<file path="src/rtl/mem_arbiter_if.sv">
// ---------------------------------------------------------------------------
// mem_arbiter_if
// Groups the requester handshakes (A = CPU, B = DMA/loader) and the shared
// memory bus served by mem_arbiter.
//   slave  : the arbiter's view. It samples req/we/lock/addr/wdata and
//            mem_rdata, and drives gnt/ack/rdata and mem_addr/mem_wdata/
//            mem_dir/mem_load.
//   master : the requester and memory side, with every direction reversed.
// Parameters: WIDTH (data bits), WIDTH_ADDR (address bits).
// ---------------------------------------------------------------------------
interface mem_arbiter_if #(
    parameter int WIDTH      = 8,
    parameter int WIDTH_ADDR = 16
);
    logic                  a_req;
    logic                  a_we;
    logic                  a_lock;
    logic [WIDTH_ADDR-1:0] a_addr;
    logic [WIDTH-1:0]      a_wdata;
    logic                  a_gnt;
    logic                  a_ack;
    logic [WIDTH-1:0]      a_rdata;

    logic                  b_req;
    logic                  b_we;
    logic                  b_lock;
    logic [WIDTH_ADDR-1:0] b_addr;
    logic [WIDTH-1:0]      b_wdata;
    logic                  b_gnt;
    logic                  b_ack;
    logic [WIDTH-1:0]      b_rdata;

    logic [WIDTH_ADDR-1:0] mem_addr;
    logic [WIDTH-1:0]      mem_wdata;
    logic                  mem_dir;
    logic                  mem_load;
    logic [WIDTH-1:0]      mem_rdata;

    modport slave (
        input  a_req, a_we, a_lock, a_addr, a_wdata,
        output a_gnt, a_ack, a_rdata,
        input  b_req, b_we, b_lock, b_addr, b_wdata,
        output b_gnt, b_ack, b_rdata,
        output mem_addr, mem_wdata, mem_dir, mem_load,
        input  mem_rdata
    );

    modport master (
        output a_req, a_we, a_lock, a_addr, a_wdata,
        input  a_gnt, a_ack, a_rdata,
        output b_req, b_we, b_lock, b_addr, b_wdata,
        input  b_gnt, b_ack, b_rdata,
        input  mem_addr, mem_wdata, mem_dir, mem_load,
        output mem_rdata
    );
endinterface

</file>
<file path="src/rtl/mem_arbiter.sv">
// ---------------------------------------------------------------------------
// mem_arbiter
// Two-requester arbiter for a single-port memory. Each access takes four
// cycles: IDLE -> SETUP -> XFER -> DONE. Contention is resolved round-robin.
// After reset the last-served pointer is B, so A wins the first contention.
//
// Ports
//   clk  : single clock; all state changes on the rising edge
//   rst  : synchronous, active-high reset
//   bus  : mem_arbiter_if.slave, which carries the A and B requester
//          handshakes and the memory bus
//
// Build option
//   MEM_ARBITER_LOCK_EN : when defined, an owner whose lock input is high in
//   DONE keeps the bus. The other requester is then ignored until the owner
//   finishes an access with lock low, or leaves req low for one IDLE cycle.
//   When undefined, a_lock and b_lock are ignored.
//
// state | meaning
// ------+--------------------------------------------------------------
// IDLE  | sample requests and pick a winner; bus parked (dir=1, load=0)
// SETUP | winner granted; latched address, data and direction on bus
// XFER  | write strobe (writes only); read data valid from memory
// DONE  | ack to owner; read data registered; bus released next edge
// ---------------------------------------------------------------------------
module mem_arbiter #(
    parameter int WIDTH      = 8,
    parameter int WIDTH_ADDR = 16
) (
    input  logic          clk,
    input  logic          rst,
    mem_arbiter_if.slave  bus
);

    typedef enum logic [1:0] {
        ST_IDLE  = 2'd0,
        ST_SETUP = 2'd1,
        ST_XFER  = 2'd2,
        ST_DONE  = 2'd3
    } state_t;

    state_t                r_state;
    logic                  r_owner_b;   // current owner: 0 = A, 1 = B
    logic                  r_last_b;    // last served:   0 = A, 1 = B
    logic                  r_we;

    logic                  r_a_gnt;
    logic                  r_a_ack;
    logic [WIDTH-1:0]      r_a_rdata;
    logic                  r_b_gnt;
    logic                  r_b_ack;
    logic [WIDTH-1:0]      r_b_rdata;

    logic [WIDTH_ADDR-1:0] r_mem_addr;
    logic [WIDTH-1:0]      r_mem_wdata;
    logic                  r_mem_dir;
    logic                  r_mem_load;

    logic                  w_a_elig;
    logic                  w_b_elig;
    logic                  w_grant;
    logic                  w_win_b;
    logic                  w_win_we;
    logic [WIDTH_ADDR-1:0] w_win_addr;
    logic [WIDTH-1:0]      w_win_wdata;

`ifdef MEM_ARBITER_LOCK_EN
    logic                  r_locked;
    logic                  r_lock_owner_b;
    logic                  w_lock_owner_req;
    logic                  w_owner_lock;

    assign w_lock_owner_req = r_lock_owner_b ? bus.b_req  : bus.a_req;
    assign w_owner_lock     = r_owner_b      ? bus.b_lock : bus.a_lock;
`else
    logic                  w_unused_lock;

    assign w_unused_lock = bus.a_lock ^ bus.b_lock;
`endif

    // Winner selection. This is only acted on in IDLE.
    always_comb begin
        w_a_elig = bus.a_req;
        w_b_elig = bus.b_req;
`ifdef MEM_ARBITER_LOCK_EN
        // While a lock is held, only the lock owner may compete.
        if (r_locked) begin
            if (r_lock_owner_b) begin
                w_a_elig = 1'b0;
            end else begin
                w_b_elig = 1'b0;
            end
        end
`endif
        w_grant = w_a_elig | w_b_elig;
        if (w_a_elig && w_b_elig) begin
            w_win_b = ~r_last_b;
        end else begin
            w_win_b = w_b_elig;
        end
        w_win_we    = w_win_b ? bus.b_we    : bus.a_we;
        w_win_addr  = w_win_b ? bus.b_addr  : bus.a_addr;
        w_win_wdata = w_win_b ? bus.b_wdata : bus.a_wdata;
    end

    always_ff @(posedge clk) begin
        if (rst) begin
            r_state     <= ST_IDLE;
            r_owner_b   <= 1'b1;
            r_last_b    <= 1'b1;
            r_we        <= 1'b0;
            r_a_gnt     <= 1'b0;
            r_a_ack     <= 1'b0;
            r_a_rdata   <= '0;
            r_b_gnt     <= 1'b0;
            r_b_ack     <= 1'b0;
            r_b_rdata   <= '0;
            r_mem_addr  <= '0;
            r_mem_wdata <= '0;
            r_mem_dir   <= 1'b1;
            r_mem_load  <= 1'b0;
`ifdef MEM_ARBITER_LOCK_EN
            r_locked       <= 1'b0;
            r_lock_owner_b <= 1'b1;
`endif
        end else begin
            case (r_state)
                ST_IDLE: begin
                    if (w_grant) begin
                        // The winner's request is captured here. Later input
                        // changes do not affect this access.
                        r_owner_b   <= w_win_b;
                        r_we        <= w_win_we;
                        r_mem_addr  <= w_win_addr;
                        r_mem_wdata <= w_win_wdata;
                        r_mem_dir   <= ~w_win_we;
                        r_a_gnt     <= ~w_win_b;
                        r_b_gnt     <= w_win_b;
                        r_state     <= ST_SETUP;
                    end
`ifdef MEM_ARBITER_LOCK_EN
                    // An owner that leaves req low for an IDLE cycle gives up the lock.
                    if (r_locked && !w_lock_owner_req) begin
                        r_locked <= 1'b0;
                    end
`endif
                end

                ST_SETUP: begin
                    r_mem_load <= r_we;
                    r_state    <= ST_XFER;
                end

                ST_XFER: begin
                    r_mem_load <= 1'b0;
                    if (r_owner_b) begin
                        r_b_ack <= 1'b1;
                        if (!r_we) begin
                            r_b_rdata <= bus.mem_rdata;
                        end
                    end else begin
                        r_a_ack <= 1'b1;
                        if (!r_we) begin
                            r_a_rdata <= bus.mem_rdata;
                        end
                    end
                    r_state <= ST_DONE;
                end

                ST_DONE: begin
                    r_a_ack   <= 1'b0;
                    r_b_ack   <= 1'b0;
                    r_a_gnt   <= 1'b0;
                    r_b_gnt   <= 1'b0;
                    r_mem_dir <= 1'b1;
                    r_last_b  <= r_owner_b;
`ifdef MEM_ARBITER_LOCK_EN
                    r_locked       <= w_owner_lock;
                    r_lock_owner_b <= r_owner_b;
`endif
                    r_state <= ST_IDLE;
                end

                default: begin
                    r_state <= ST_IDLE;
                end
            endcase
        end
    end

    assign bus.a_gnt     = r_a_gnt;
    assign bus.a_ack     = r_a_ack;
    assign bus.a_rdata   = r_a_rdata;
    assign bus.b_gnt     = r_b_gnt;
    assign bus.b_ack     = r_b_ack;
    assign bus.b_rdata   = r_b_rdata;
    assign bus.mem_addr  = r_mem_addr;
    assign bus.mem_wdata = r_mem_wdata;
    assign bus.mem_dir   = r_mem_dir;
    assign bus.mem_load  = r_mem_load;

endmodule

</file>
<file path="src/flat_wrapper.sv">
// flat-port wrapper written by rule: the top's interface ports become plain ports
module mem_arbiter_flat 
#(
    parameter int WIDTH      = 8,
    parameter int WIDTH_ADDR = 16
)
  (clk, rst, bus_a_req, bus_a_we, bus_a_lock, bus_a_addr, bus_a_wdata, bus_a_gnt, bus_a_ack, bus_a_rdata, bus_b_req, bus_b_we, bus_b_lock, bus_b_addr, bus_b_wdata, bus_b_gnt, bus_b_ack, bus_b_rdata, bus_mem_addr, bus_mem_wdata, bus_mem_dir, bus_mem_load, bus_mem_rdata);
  mem_arbiter_if #(.WIDTH(WIDTH), .WIDTH_ADDR(WIDTH_ADDR)) bus_i ();
  input  logic clk;
  input  logic rst;
  input wire logic [$bits(bus_i.a_req)-1:0] bus_a_req;
  input wire logic [$bits(bus_i.a_we)-1:0] bus_a_we;
  input wire logic [$bits(bus_i.a_lock)-1:0] bus_a_lock;
  input wire logic [$bits(bus_i.a_addr)-1:0] bus_a_addr;
  input wire logic [$bits(bus_i.a_wdata)-1:0] bus_a_wdata;
  output wire logic [$bits(bus_i.a_gnt)-1:0] bus_a_gnt;
  output wire logic [$bits(bus_i.a_ack)-1:0] bus_a_ack;
  output wire logic [$bits(bus_i.a_rdata)-1:0] bus_a_rdata;
  input wire logic [$bits(bus_i.b_req)-1:0] bus_b_req;
  input wire logic [$bits(bus_i.b_we)-1:0] bus_b_we;
  input wire logic [$bits(bus_i.b_lock)-1:0] bus_b_lock;
  input wire logic [$bits(bus_i.b_addr)-1:0] bus_b_addr;
  input wire logic [$bits(bus_i.b_wdata)-1:0] bus_b_wdata;
  output wire logic [$bits(bus_i.b_gnt)-1:0] bus_b_gnt;
  output wire logic [$bits(bus_i.b_ack)-1:0] bus_b_ack;
  output wire logic [$bits(bus_i.b_rdata)-1:0] bus_b_rdata;
  output wire logic [$bits(bus_i.mem_addr)-1:0] bus_mem_addr;
  output wire logic [$bits(bus_i.mem_wdata)-1:0] bus_mem_wdata;
  output wire logic [$bits(bus_i.mem_dir)-1:0] bus_mem_dir;
  output wire logic [$bits(bus_i.mem_load)-1:0] bus_mem_load;
  input wire logic [$bits(bus_i.mem_rdata)-1:0] bus_mem_rdata;
  assign bus_i.a_req = bus_a_req;
  assign bus_i.a_we = bus_a_we;
  assign bus_i.a_lock = bus_a_lock;
  assign bus_i.a_addr = bus_a_addr;
  assign bus_i.a_wdata = bus_a_wdata;
  assign bus_a_gnt = bus_i.a_gnt;
  assign bus_a_ack = bus_i.a_ack;
  assign bus_a_rdata = bus_i.a_rdata;
  assign bus_i.b_req = bus_b_req;
  assign bus_i.b_we = bus_b_we;
  assign bus_i.b_lock = bus_b_lock;
  assign bus_i.b_addr = bus_b_addr;
  assign bus_i.b_wdata = bus_b_wdata;
  assign bus_b_gnt = bus_i.b_gnt;
  assign bus_b_ack = bus_i.b_ack;
  assign bus_b_rdata = bus_i.b_rdata;
  assign bus_mem_addr = bus_i.mem_addr;
  assign bus_mem_wdata = bus_i.mem_wdata;
  assign bus_mem_dir = bus_i.mem_dir;
  assign bus_mem_load = bus_i.mem_load;
  assign bus_i.mem_rdata = bus_mem_rdata;
  mem_arbiter #(.WIDTH(WIDTH), .WIDTH_ADDR(WIDTH_ADDR)) u_core (.clk(clk), .rst(rst), .bus(bus_i));
endmodule
</file>
<file path="config.mk">
export PLATFORM = sky130hd
export DESIGN_NAME = mem_arbiter_flat
export DESIGN_NICKNAME = d
export VERILOG_FILES = /design/src/rtl/mem_arbiter_if.sv /design/src/rtl/mem_arbiter.sv /design/src/flat_wrapper.sv
export SDC_FILE = /design/constraint.sdc
export NUM_CORES = 1
export LEC_CHECK = 0
export CAP_MARGIN = 15
export CORE_MARGIN = 8
export CORE_UTILIZATION = 32
export CTS_CLUSTER_DIAMETER = 30
export DETAILED_ROUTE_END_ITERATION = 7
export GPL_TIMING_DRIVEN = 1
export HOLD_SLACK_MARGIN = 0.08
export PLACE_DENSITY = 0.76
export SLEW_MARGIN = 20
export SYNTH_ARGS = -nofsm -noshare
export SYNTH_HDL_FRONTEND = slang
export SYNTH_SLANG_ARGS = --single-unit
</file>
<file path="constraint.sdc">
create_clock -name clk -period 3.25 [get_ports clk]
set_clock_uncertainty 0.1 [all_clocks]
set_input_delay 0.325 -clock clk [delete_from_list [all_inputs] [get_ports clk]]
set_output_delay 0.325 -clock clk [all_outputs]
set_load 0.01 [all_outputs]
</file>
Yosys cells after proc, flatten, opt, wreduce, memory -nomap -nowiden
Cells that the tools add are included.
- register bits after elaboration: 51
- output and inout bits: 46
- logic and storage cells: 54
- equality and inequality tests: 6
- bitwise operators: 6
- muxes and demuxes: 17
- reductions and logical operators: 11
- operator list (operator ; count):
    16-bit two-way mux ; 1
    1-bit one-hot mux with 2 select lines ; 6
    8-bit two-way mux ; 1
    2-bit one-hot mux with 4 select lines ; 1
    2-bit AND reduction ; 4
    1-bit two-way mux ; 7
    3-bit AND reduction ; 2
    2-bit nonzero test ; 3
    1-bit NOT ; 5
    2-bit equality test (second input constant) ; 2
    2-bit by 1-bit != test with 1-bit output (second input constant) ; 2
    2-bit by 1-bit equality test with 1-bit output (second input constant) ; 1
    2-bit zero test ; 1
    2-bit two-way mux ; 1
    2-bit != test (second input constant) ; 1
    1-bit logical AND ; 1
    1-bit bitwise OR ; 1

Depth between registers and ports, before layout
- depth after elaboration: 6
- depth in mapped cells: 6
- mapped depth without buffers: 5

Worst setup path after synthesis
No wires, ideal clock.
- path type: flip-flop to flip-flop
- start: register u_core.r_state[1]
- end: register u_core.r_mem_dir, in the netlist u_core.bus.mem_dir
- data arrival time: 1.430 ns
- path buffers: 0
- cell stages (with the launch flop): 6
- setup time: 0.122 ns
- path slack: 1.599 ns
- cell sequence: dfxtp_1 inv_1 ha_1 nor3b_2 or4_1 o32a_1
- cells in the longest elaborated chain, start to end: 3
- elaborated cells between the ends (all ways): 6
- ends and longest elaborated chain (what ; line ; text):
    start: declaration ; mem_arbiter.sv:42 ; state_t r_state;
    start signal: assignment ; mem_arbiter.sv:108 ; r_state <= ST_IDLE;
    start signal: assignment ; mem_arbiter.sv:139 ; r_state <= ST_SETUP;
    start signal: assignment ; mem_arbiter.sv:151 ; r_state <= ST_XFER;
    2-bit equality test or 2-bit zero test (tied branches) ; mem_arbiter.sv:127 ; case (r_state)
    2-bit nonzero test (no line) or 2-bit by 1-bit != test with 1-bit output (tied branches) ; -- ;
    2-bit AND reduction (no line) ; -- ;
    end signal: assignment ; mem_arbiter.sv:136 ; r_mem_dir <= ~w_win_we;
    end: declaration ; mem_arbiter.sv:56 ; logic r_mem_dir;
Parallel ways exist; a longest one is shown, timed or not.
A chain may end at the register's enable or synchronous reset.

Worst setup path in the final report
- start: register u_core.r_state[0]
- end: register u_core.r_mem_wdata[6], in the netlist u_core.bus.mem_wdata[6]
- cells in the longest elaborated chain, start to end: 2
- ends and longest elaborated chain (what ; line ; text):
    2-bit zero test ; mem_arbiter.sv:127 ;
    2-bit AND reduction (no line) ; -- ;
    end signal: assignment ; mem_arbiter.sv:135 ; r_mem_wdata <= w_win_wdata;
    end: declaration ; mem_arbiter.sv:55 ; logic [WIDTH-1:0] r_mem_wdata;
No other way between the ends.

==> results.md <==
Outcome:
- The run finished with clean final reports.

Timing:
- Based on the critical path, the design can be clocked at up to 504 MHz.
- The pin slew with the least headroom to its limit is 914 ps.
- The final clock period utilization by the worst path is between 60% and 70%.
- The number of failing hold endpoints at the final stage was 0.
- Setup repair after global routing left no endpoint under its margin.
- The total count of max-transition violations in the final report was 0.
- The worst-case headroom to the max-slew limit is 39.0%.
- The clock period minus final worst setup slack is 1990 ps.
- In the final timing run, aggregate negative setup slack is 0 ps.
- Setup violations remaining at the end of the flow were counted as 0.

CTS:
- TritonCTS built the clock tree.
- The hold buffer count at cts is 0.
- The post-cts gate resize count is 0.
- The H-tree level count is 2.
- The clock net in this run drives a total of about 50 sinks.
- TritonCTS created 5 clock buffers.
- The clock reaches the later pin of the worst-skew pair after 300 ps.
- Clock-pin slew was measured on the worst setup and hold paths at 90 ps.
- The number of buffers inserted by post-CTS setup repair is 0.
- The number of buffers on the longest clock path is 2.
- Clock tree synthesis selected as its root buffer the cell sky130_fd_sc_hd__clkbuf_8.

Layout:
- The most common cell after layout, fill and taps aside is sky130_fd_sc_hd__clkdlybuf4s50_1.
- The proportion of layout cells with a drive suffix above 1 is 4.44%.
- In the layout the commonest cells are 106 x sky130_fd_sc_hd__clkdlybuf4s50_1, 51 x sky130_fd_sc_hd__dfxtp_1, 44 x sky130_fd_sc_hd__nor2_1, 42 x sky130_fd_sc_hd__mux2i_1, 26 x sky130_fd_sc_hd__a211oi_1.
- Cells fill between 50 and 60% of the core in the end.
- 0 antenna diodes ended up in the layout.
- From synthesis to final layout, the design area changed by 56.5%.
- The number of nets in the final layout is 382.
- The number of fill cells in the layout is 647.

Synth:
- In the synthesized netlist, the number of instances is ~210.
- The complex-gate fraction of the synthesized area is 13.7%.
- The mux cell area share after synthesis is roughly a fifth.
- The number of storage elements in the synthesis netlist is between 50 and 60.
- After Yosys synthesis, full adders, half adders and majority gates account for 2.33% of the synthesized area.
- Summing the areas of all xor and xnor instances in the mapped netlist gives 0% of the synthesized area.
- The post-synthesis area per instance is 10.1 sq um.
- The share of the Yosys chip area taken by registers is between 40 and 50%.
- The synthesized netlist net count is about 280.
- Summing the areas of all and, or, nand and nor instances in the mapped netlist gives between 10% and 20% of the synthesized area.
- The number of distinct standard cells referenced by the synthesized netlist is 27.
- The number of warnings issued by yosys is 0.
- The mapped netlist covers roughly 2200 sq um.
- After synthesis, the largest family of logic cells by area is multiplexers.

Global routing:
- The number of global-route vias before repair is 1,905.
- The initial antenna violation count is 0.
- For this run the aggregate overflow at the end of global routing stands at 0.
- The global-route wire length before repair is 9190 um.
- Entering global routing, the biggest net connects 53 pins.
- The overall global routing resource usage is a little under an eighth.

Floorplanning:
- In this run the vertical extent of the chip is 98.0 um.
- Measured along the x axis, the die boundary spans 98.0 um.
- The initialized floorplan defines 30 standard-cell rows.
- The die covers 9600 sq um.
- The region available for standard cell placement spans approximately 6600 sq um.
- 110 I/O pins were placed.
- Once the floorplan was initialized, standard cells occupied 32.4% of the core.

Placement:
- The detailed-placement wirelength estimate is 4240 um.
- The final estimated routing congestion in global placement is 0.708.
- The quantity of I/O buffers inserted on ports is 107.

Setup path:
- The signal on the critical path passes through inv_1 > ha_1 > o21a_2 > nor2_1 > a211oi_1.
- The required time of the worst setup path is about 3400 ps.
- The kind of capture point of the worst setup path is a flip-flop.
- The worst setup path category is reg2reg.
- STA classifies the critical path startpoint as a flip-flop.
- For this run, the slowest stage of the critical path takes ~740 ps.
- The worst path buffer plus inverter count is 1.
- The data arrival time of the critical path is 2090 ps.
- The largest delay contributor family on the critical path is compound AO/OA/AOI/OAI gates.
- The worst-path cell with the longest stage delay is sky130_fd_sc_hd__o21a_2.
- The peak fanout along the critical path is 50.

Pwr:
- The relative contribution of combinational cells to total power is 42.8%.
- In this run the power density over the cells is 700 nW/um^2.
- The portion of total power attributed to the clock network is 19.2%.
- The switching power share of the total is between 30% and 40%.
- The analysis attributes to cell leakage a power of around 1.3 nW.
- Across the VDD grid, the largest voltage drop is 0.228 mV.
- The net switching power of the design is 0.771 mW.
- Cell internal power was estimated by the tool at 1.59 mW.
- The proportion of power drawn by flip-flops and latches is between 30% and 40%.

Drt:
- The wire length on met1 is 2330 um.
- After detailed routing, no signal wire sits above met4.
- After detailed routing, the total wire length is 5530 um.
- The via total after detailed routing is 1,868.
- The first routing iteration left 24 violations.
- The post-detailed-route DRC marker count is 0.
- In the detailed route, the total length drawn on met3 is 587 um.
- The remaining antenna violation count is 0.
- The length of the first detailed-routing pass in iterations is 4.
- After detailed routing, the average wire length per cell comes to around 14 um.
- The post-detailed-route via-to-cell ratio is 4.73.
- The routed wire length on met2 is 2550 um.

Hold path:
- The type of the worst min-delay path is reg2reg.

Job:
- The max-cap check violation count is 0.
[per-layer routing]
| metal | up-vias | track usage, % |
|---|---|---|
| met2 | 75 | 19.6 |
| met1 | 825 | 12.7 |
| met5 | - | 0 |
| met3 | 6 | 5.55 |
| met4 | 0 | 3.24 |
| li1 | 962 | - |
[power groups by stage]
| stage | Combinational, mW | Clock, mW | Sequential [mW] |
|---|---|---|---|
| after floorplan | 0.490 | 0 | 0.975 |
| after global placement | 1.02 | 0 | 0.902 |
| after detailed placement | 1.03 | 0 | 0.910 |
| after CTS | 1.03 | 0.469 | 0.896 |
| after global routing | 1.12 | 0.487 | 0.918 |
| final | 1.01 | 0.453 | 0.895 |
[tightest hold or removal path, delay by kind of cell, from the launching register on]
family,cells,cell delay (ps)
AND/OR/NAND/NOR,1,60
AO/OA/AOI/OAI,1,50
flip-flops,1,320
[path summary, 6_finish.rpt]
path,cells after the start,slack [ps],start,to
setup / recovery,5,1260,u_core.r_state[0],u_core.bus.mem_wdata[6]
hold / removal,2,380,u_core.bus.mem_load,u_core.bus.mem_load
setup reg to reg,5,1260,u_core.r_state[0],u_core.bus.mem_wdata[6]
hold reg to reg,2,380,u_core.bus.mem_load,u_core.bus.mem_load
[sequential cells by signal, indices dropped and copies added, names as in the netlist]
signal / cells
u_core.bus.a_ack: 1
u_core.bus.a_gnt: 1
u_core.bus.a_rdata: 8
u_core.bus.b_ack: 1
u_core.bus.b_gnt: 1
u_core.bus.b_rdata: 8
u_core.bus.mem_addr: 16
u_core.bus.mem_dir: 1
u_core.bus.mem_load: 1
u_core.bus.mem_wdata: 8
u_core.r_last_b: 1
u_core.r_owner_b: 1
u_core.r_state: 2
u_core.r_we: 1
[cells in the mapped netlist (all sizes together)]
cell     n  area share [%]
o21ai    5             1.2
o32a     1            0.47
nand2b   1            0.29
inv      3            0.52
or4      1            0.35
nor2    44             7.7
nor3b    2            0.93
nor3     1            0.23
nand3b   2            0.70
nor2b    1            0.29
a21oi    5             1.2
buf      5             2.8
dfxtp   51              47
nand3    3            0.70
and2     1            0.29
a21boi   1            0.52
o21a     1            0.41
a221o    1            0.47
clkbuf  11             1.9
ha       4             2.3
mux2i   42              20
a211o    1            0.41
or3      1            0.29
a211oi  26             9.1
[final cells by class]
cell class	count	area [sq um]	share of cell area (%)
timing repair buffer	109	1090	32.5
multi-input combinational	144	1020	30.4
sequential	51	1020	30.3
tap	80	100	2.97
clock buffer	6	82.6	2.45
clock inverter	2	35.0	1.04
inverter	3	11.3	0.334
[cells by family after synthesis]
family | Yosys count
fa+ha+maj | 4
buf+inv | 19
simple gates | 57
flops | 51
compound gates | 41
mux | 42
[metrics by stage]
| stage | setup WS [ps] | instances | total power, mW | instance area, sq um | hold slack, ps |
|---|---|---|---|---|---|
| 2_1_floorplan | 1600 | 214 | 1.46 | 2150 | 357 |
| 3_3_place_gp | 976 | 387 | 1.92 | 3250 | 361 |
| 3_5_place_dp | 969 | 387 | 1.94 | 3250 | 374 |
| 4_1_cts | 1220 | 395 | 2.39 | 3370 | 387 |
| 5_1_grt | 968 | 395 | 2.53 | 3370 | 414 |
| 6_report | 1260 | 395 | 2.36 | 3370 | 379 |
(Power assumes the default switching activity.)
